`src/rtl/morse_pkg.sv`:
```
// morse_pkg: shared constants, unit multipliers and FSM state type for the Morse encoder.
//   LETTER_W        letter code width
//   MORSE_MAX_SYMS  longest letter in symbols
//   DOT/DASH/SYM_GAP/LETTER_GAP/WORD_GAP  durations in Morse units
//   LETTER_MAX/WORD_SPACE                 code space boundaries
package morse_pkg;
   localparam int LETTER_W       = 5;
   localparam int MORSE_MAX_SYMS = 4;
   localparam int DOT            = 1;
   localparam int DASH           = 3;
   localparam int SYM_GAP        = 1;
   localparam int LETTER_GAP     = 3;
   localparam int WORD_GAP       = 7;
   localparam int LETTER_MAX     = 25;
   localparam int WORD_SPACE     = 26;
   typedef enum logic [1:0] {IDLE, MARK, SPACE, GAP} state_t;
endpackage

```
`src/rtl/morse_rom.sv`:
```
// morse_rom: combinational letter -> Morse length and symbol pattern.
//   letter_i  letter code (0..25 valid, others give length 0)
//   len_o     number of symbols (1..4)
//   pat_o     symbols, first in bit 3, 1 = dash, 0 = dot
module morse_rom
   import morse_pkg::*;
(
   input  logic [LETTER_W-1:0] letter_i,
   output logic [2:0]          len_o,
   output logic [3:0]          pat_o
);
   logic [6:0] rom;
   always_comb begin
      case (letter_i)
         5'd0:    rom = {3'd2, 4'b0100};
         5'd1:    rom = {3'd4, 4'b1000};
         5'd2:    rom = {3'd4, 4'b1010};
         5'd3:    rom = {3'd3, 4'b1000};
         5'd4:    rom = {3'd1, 4'b0000};
         5'd5:    rom = {3'd4, 4'b0010};
         5'd6:    rom = {3'd3, 4'b1100};
         5'd7:    rom = {3'd4, 4'b0000};
         5'd8:    rom = {3'd2, 4'b0000};
         5'd9:    rom = {3'd4, 4'b0111};
         5'd10:   rom = {3'd3, 4'b1010};
         5'd11:   rom = {3'd4, 4'b0100};
         5'd12:   rom = {3'd2, 4'b1100};
         5'd13:   rom = {3'd2, 4'b1000};
         5'd14:   rom = {3'd3, 4'b1110};
         5'd15:   rom = {3'd4, 4'b0110};
         5'd16:   rom = {3'd4, 4'b1101};
         5'd17:   rom = {3'd3, 4'b0100};
         5'd18:   rom = {3'd3, 4'b0000};
         5'd19:   rom = {3'd1, 4'b1000};
         5'd20:   rom = {3'd3, 4'b0010};
         5'd21:   rom = {3'd4, 4'b0001};
         5'd22:   rom = {3'd3, 4'b0110};
         5'd23:   rom = {3'd4, 4'b1001};
         5'd24:   rom = {3'd4, 4'b1011};
         5'd25:   rom = {3'd4, 4'b1100};
         default: rom = 7'd0;
      endcase
   end
   assign len_o = rom[6:4];
   assign pat_o = rom[3:0];
endmodule

```
`src/rtl/morse_encoder.sv`:
```
// morse_encoder: serialises a letter code into a unit-timed Morse key stream.
//   clk, rst_n        clock, asynchronous active-low reset
//   letter, in_valid  letter code offered over valid/ready
//   in_ready          letter can be accepted this cycle
//   out               registered key output, 1 = key down
//   busy              letter or gap in progress
//   done              pulse on the final cycle of the trailing gap
//   err               pulse the cycle after an invalid code is accepted
// Build option: MORSE_WORD_GAP_EN makes code 26 a 7-unit word-space token.
module morse_encoder
   import morse_pkg::*;
#(
   parameter int UNIT_CYCLES = 1,
   parameter int CNT_W       = $clog2(7*UNIT_CYCLES+1)
) (
   input  logic                clk,
   input  logic                rst_n,
   input  logic [LETTER_W-1:0] letter,
   input  logic                in_valid,
   output logic                in_ready,
   output logic                out,
   output logic                busy,
   output logic                done,
   output logic                err
);
   localparam logic [CNT_W-1:0] C_DOT  = CNT_W'(DOT*UNIT_CYCLES);
   localparam logic [CNT_W-1:0] C_DASH = CNT_W'(DASH*UNIT_CYCLES);
   localparam logic [CNT_W-1:0] C_SYM  = CNT_W'(SYM_GAP*UNIT_CYCLES);
   localparam logic [CNT_W-1:0] C_LGAP = CNT_W'(LETTER_GAP*UNIT_CYCLES);
   localparam logic [CNT_W-1:0] C_WGAP = CNT_W'(WORD_GAP*UNIT_CYCLES);
   state_t           state_q, state_d;
   logic [CNT_W-1:0] cnt_q, cnt_d;
   logic [1:0]       syms_q, syms_d;
   logic [3:0]       pat_q, pat_d;
   logic             out_q, busy_q, done_q, err_q, err_d;
   logic [2:0]       len;
   logic [3:0]       pat;
   logic             last, accept, is_letter, is_word;
   morse_rom u_rom (.letter_i(letter), .len_o(len), .pat_o(pat));
   assign last      = cnt_q == CNT_W'(1);
   assign in_ready  = (state_q == IDLE) || (state_q == GAP && last);
   assign accept    = in_valid && in_ready;
   assign is_letter = letter <= LETTER_W'(LETTER_MAX);
`ifdef MORSE_WORD_GAP_EN
   assign is_word   = letter == LETTER_W'(WORD_SPACE);
`else
   assign is_word   = 1'b0;
`endif
   // cnt_q holds cycles left in the current phase; a phase ends when it reads 1
   always_comb begin
      state_d = state_q;
      cnt_d   = state_q == IDLE ? cnt_q : cnt_q - CNT_W'(1);
      syms_d  = syms_q;
      pat_d   = pat_q;
      err_d   = 1'b0;
      if (accept) begin
         err_d   = !is_letter && !is_word;
         state_d = is_letter ? MARK : is_word ? GAP : IDLE;
         cnt_d   = is_letter ? (pat[3] ? C_DASH : C_DOT) : is_word ? C_WGAP : '0;
         syms_d  = 2'(len - 3'd1);
         pat_d   = {pat[2:0], 1'b0};
      end else if (last) begin
         case (state_q)
            MARK: begin
               state_d = syms_q != 2'd0 ? SPACE : GAP;
               cnt_d   = syms_q != 2'd0 ? C_SYM : C_LGAP;
            end
            SPACE: begin
               state_d = MARK;
               cnt_d   = pat_q[3] ? C_DASH : C_DOT;
               pat_d   = {pat_q[2:0], 1'b0};
               syms_d  = syms_q - 2'd1;
            end
            GAP:     state_d = IDLE;
            default: state_d = IDLE;
         endcase
      end
   end
   always_ff @(posedge clk or negedge rst_n) begin
      if (!rst_n) begin
         state_q <= IDLE;
         cnt_q   <= '0;
         syms_q  <= '0;
         pat_q   <= '0;
         out_q   <= 1'b0;
         busy_q  <= 1'b0;
         done_q  <= 1'b0;
         err_q   <= 1'b0;
      end else begin
         state_q <= state_d;
         cnt_q   <= cnt_d;
         syms_q  <= syms_d;
         pat_q   <= pat_d;
         out_q   <= state_d == MARK;
         busy_q  <= state_d != IDLE;
         done_q  <= state_d == GAP && cnt_d == CNT_W'(1);
         err_q   <= err_d;
      end
   end
   assign out  = out_q;
   assign busy = busy_q;
   assign done = done_q;
   assign err  = err_q;
endmodule

```
`config.mk`:
```
export PLATFORM = sky130hd
export DESIGN_NAME = morse_encoder
export DESIGN_NICKNAME = d
export VERILOG_FILES = /design/src/rtl/morse_pkg.sv /design/src/rtl/morse_rom.sv /design/src/rtl/morse_encoder.sv
export SDC_FILE = /design/constraint.sdc
export NUM_CORES = 1
export LEC_CHECK = 0
export BUFFER_PORTS_ARGS = -buffer_cell sky130_fd_sc_hd__buf_2
export CAP_MARGIN = 20
export CELL_PAD_IN_SITES_DETAIL_PLACEMENT = 1
export CELL_PAD_IN_SITES_GLOBAL_PLACEMENT = 2
export CORE_MARGIN = 10
export CORE_UTILIZATION = 36
export CTS_BUF_LIST = sky130_fd_sc_hd__clkbuf_4 sky130_fd_sc_hd__clkbuf_8 sky130_fd_sc_hd__clkbuf_16
export DETAILED_ROUTE_END_ITERATION = 16
export PLACE_DENSITY_LB_ADDON = 0.05
export RECOVER_POWER = 50
export SYNTH_ARGS = -nofsm -noshare
export SYNTH_HDL_FRONTEND = slang
export SYNTH_SLANG_ARGS = --single-unit
export TNS_END_PERCENT = 1
```
`constraint.sdc`:
```
create_clock -name clk -period 2.5 [get_ports clk]
set_clock_uncertainty 0.2 [all_clocks]
set_input_delay 0.125 -clock clk [delete_from_list [all_inputs] [get_ports clk]]
set_output_delay 0.125 -clock clk [all_outputs]
set_load 0.1 [all_outputs]
```
==> summary.md <==
| Metric | Value |
|---|---|
| Worst Max-Slew Pin Slew | `1.17 ns` |
| Sw Pwr | `777 uW` |
| Biggest area consumer among synthesized cells | `dfrtp_1` |
| Worst Hold Launch | `in_valid` |
| Lkg Pwr | `0.000588 uW` |
| Reg2Reg Setup Slack | `0.29 ns` |
| Post-synth EDFFs | `0` |
| Drt drc | `0` |
| Pin count of the biggest net entering global routing | `19` |
| Final Max Tran Viols | `0` |
| CP Max Fanout | `9` |
| Row count | `20` |
| Die Width | `76.6 um` |
| First-pass GRT wire length | `4.74 mm` |
| Htree depth | `1` |
| First DRT Iteration DRCs | `26` |
| Layout cells sized above 1 | `0.189` |
| Worst Path Class, Setup | `flop to flop` |
| Final Net Count | `153` |
| GP Congestion | `0.754` |
| Pwr per Cell Area | `1180 nW/um^2` |
| DP Area | `1250 sq um` |
| Vias in the first global route | `929` |
| Global route overflow | `0` |
| Clock-pin slew on the worst setup and hold paths | `0.09 ns` |
| Worst min path class | `input port to flop` |
| Syn Area/Cell | `9.69 sq um` |
| Sequential Power Share | `0.259` |
| Worst path required time | `2.47 ns` |
| Yosys reg bits | `14` |
| Final ANT Viol Nets | `0` |
| Vias per cell | `5.22` |
| Comb pwr share | `0.631` |
| Most numerous cell in the Yosys netlist | `dfrtp_1` |
| Later-pin clock latency in the skew report | `0.28 ns` |
| Async SR Flop Fraction | `1.00` |
| Relative slew slack | `0.221` |
| Die Ht | `76.6 um` |
| All-Layer GR Usage | `0.0968` |
| Post-synth top area share | `0.304` |
| Critical Path AT | `2.18 ns` |
| Crit start category | `flop` |
| RR Startpoint | `state_q[0]` |
| GRT met1 Usage | `0.143` |
| Final std cells w/o fill | `176` |
| Placed cell count | `171` |
| Fin util | `0.422` |
| Dpl hpwl | `2.21 mm` |
| Switching Share | `0.509` |
| Cell depth of the worst hold path | `4` |
| Ant diodes | `0` |
| Layer with the highest usage | `met1` |
| Status | `complete, no violations` |
| Final Setup Violations | `0` |
| Met3 GRT Util | `0.0295` |
| Mapped Area | `1150 sq um` |
| Root Driver | `clkbuf_4` |
| Routed WL | `2.76 mm` |
| Top post-synthesis cells by area | `dfrtp_1, ha_1, mux2i_1` |
| IO Pins | `13` |
| Register area share after synthesis | `0.304` |
| Min Tclk post-route | `2.21 ns` |
| Vias post-DR | `919` |
| Peak VDD IR | `0.000542 V` |
| DR pass1 iterations | `4` |
| Max cap viols | `0` |
| Number of gates resized after cts | `0` |
| Initial antenna violation count | `0` |
| Die ar. | `5870 sq um` |
| Worst flop-to-flop path endpoint | `busy` |
| Final worst path period share | `0.883` |
| Num CTS Buffers | `3` |
| Post-Synthesis Cells | `119` |
| Synthesized Nets | `139` |
| Hold Fails Final Rpt | `0` |
| Core area | `3050 sq um` |
| Post-DR wirelength/cell | `15.7 um` |
| Final setup TNS | `0 ns` |
| Crit end category | `flop` |
| Distinct cells, synth | `44` |
| Top_reg_cell synth | `dfrtp_1` |
| CTS max path bufs | `2` |
| CTS tree | `built` |
| Most instantiated cells after synthesis | `dfrtp_1, ha_1, nor2_1, inv_1` |
| Initial Util | `0.378` |
| Internal power | `749 uW` |
| R2R cell count | `6` |
| CTS sink count | `14` |
| Layout area overhead | `11.7%` |
| F_max | `453 MHz` |
| Design area | `1290 sq um` |
| Yosys Warn Count | `0` |
| Clock power frac | `0.110` |
| PortBufs | `12` |
| Met2 GRT Util | `0.133` |
| Min-Delay Endpoint | `pat_q[3]` |
| RSZ-0062 raised after global routing | `no` |
-- registers in the layout (all words and copies together), names as in the netlist --
name and count:
out 1, done 1, err 1, pat_q 3, state_q 2, syms_q 2
busy 1, cnt_q 3
-- layer usage --
| metal | vias to the layer above | share of wire |
|---|---|---|
| li1 | 462 | - |
| met1 | 441 | 0.51 |
| met2 | 14 | 0.44 |
| met3 | 2 | 0.036 |
| met4 | 0 | 0.0040 |
| met5 | - | 0 |
-- metrics by stage --
stage	setup slack (ns)	hold WS, ns	power [uW]
6_report	0.293	0.0707	1530
3_3_place_gp	0.373	-0.156	1370
2_1_floorplan	0.597	-0.371	1180
4_1_cts	0.265	0.0605	1550
3_5_place_dp	0.292	-0.157	1370
5_1_grt	0.148	0.0732	1660
-- worst max path at each step --
stage / from / to / slack, ns / cells after the start
CTS: state_q[0] / busy / 0.26 / 6
global route: state_q[0] / busy / 0.15 / 6
detailed placement: state_q[0] / busy / 0.29 / 6
global placement: state_q[0] / busy / 0.37 / 6
floorplan: cnt_q[0] / busy / 0.60 / 6
finish: state_q[0] / busy / 0.29 / 6
-- kinds of logic (layout without fill, tap and decap cells) --
family / after synthesis / in the layout / share of synthesized area
xor gates and xnor gates: 4 / 4 / 0.0304
DFF: 14 / 14 / 0.304
muxes: 9 / 9 / 0.0911
and+or+nand+nor: 34 / 34 / 0.159
adders and majority gates: 12 / 12 / 0.130
AOI/OAI and AO/OA: 33 / 33 / 0.233
buffers and inverters: 13 / 26 / 0.0521
-- layout make-up --
cell class / instances / area, sq um
multi-input cells: 92 / 743
flip-flops and latches: 14 / 350
inverters: 8 / 30.0
fillers: 382 / 1760
well taps: 44 / 55.1
clock buffers: 4 / 36.3
repair buffers: 14 / 73.8
-- worst max-delay path, cell delays in order, from the launching register on --
cell and delay [ns]:
dfrtp_1 0.41, inv_1 0.12, ha_1 0.32, o21a_1 0.42
o2111a_1 0.33, nor2b_2 0.07, or2_1 0.23
-- power by group through the flow --
stage               combinational [uW]  clock (uW)  sequential [uW]
floorplan                          628           0              550
global placement                   980           0              394
detailed placement                 973           0              401
CTS                                978         173              398
global route                      1050         190              413
finish                             963         168              395
-- cells in the final DEF (no fill, tap or decap), types with 5 or more instances in the layout --
cell and instances:
nand2_1 6, dfrtp_1 14, a21oi_1 6, ha_1 12, buf_2 9, nor2_1 11
inv_1 8, nand2b_1 5, mux2i_1 6
-- repair_timing --
item                                   4_1_cts  5_1_grt
hold buffers                                 1        0
buffers inserted                             0        0
endpoints found under the hold margin       14        0
(Power assumes the default switching activity.)
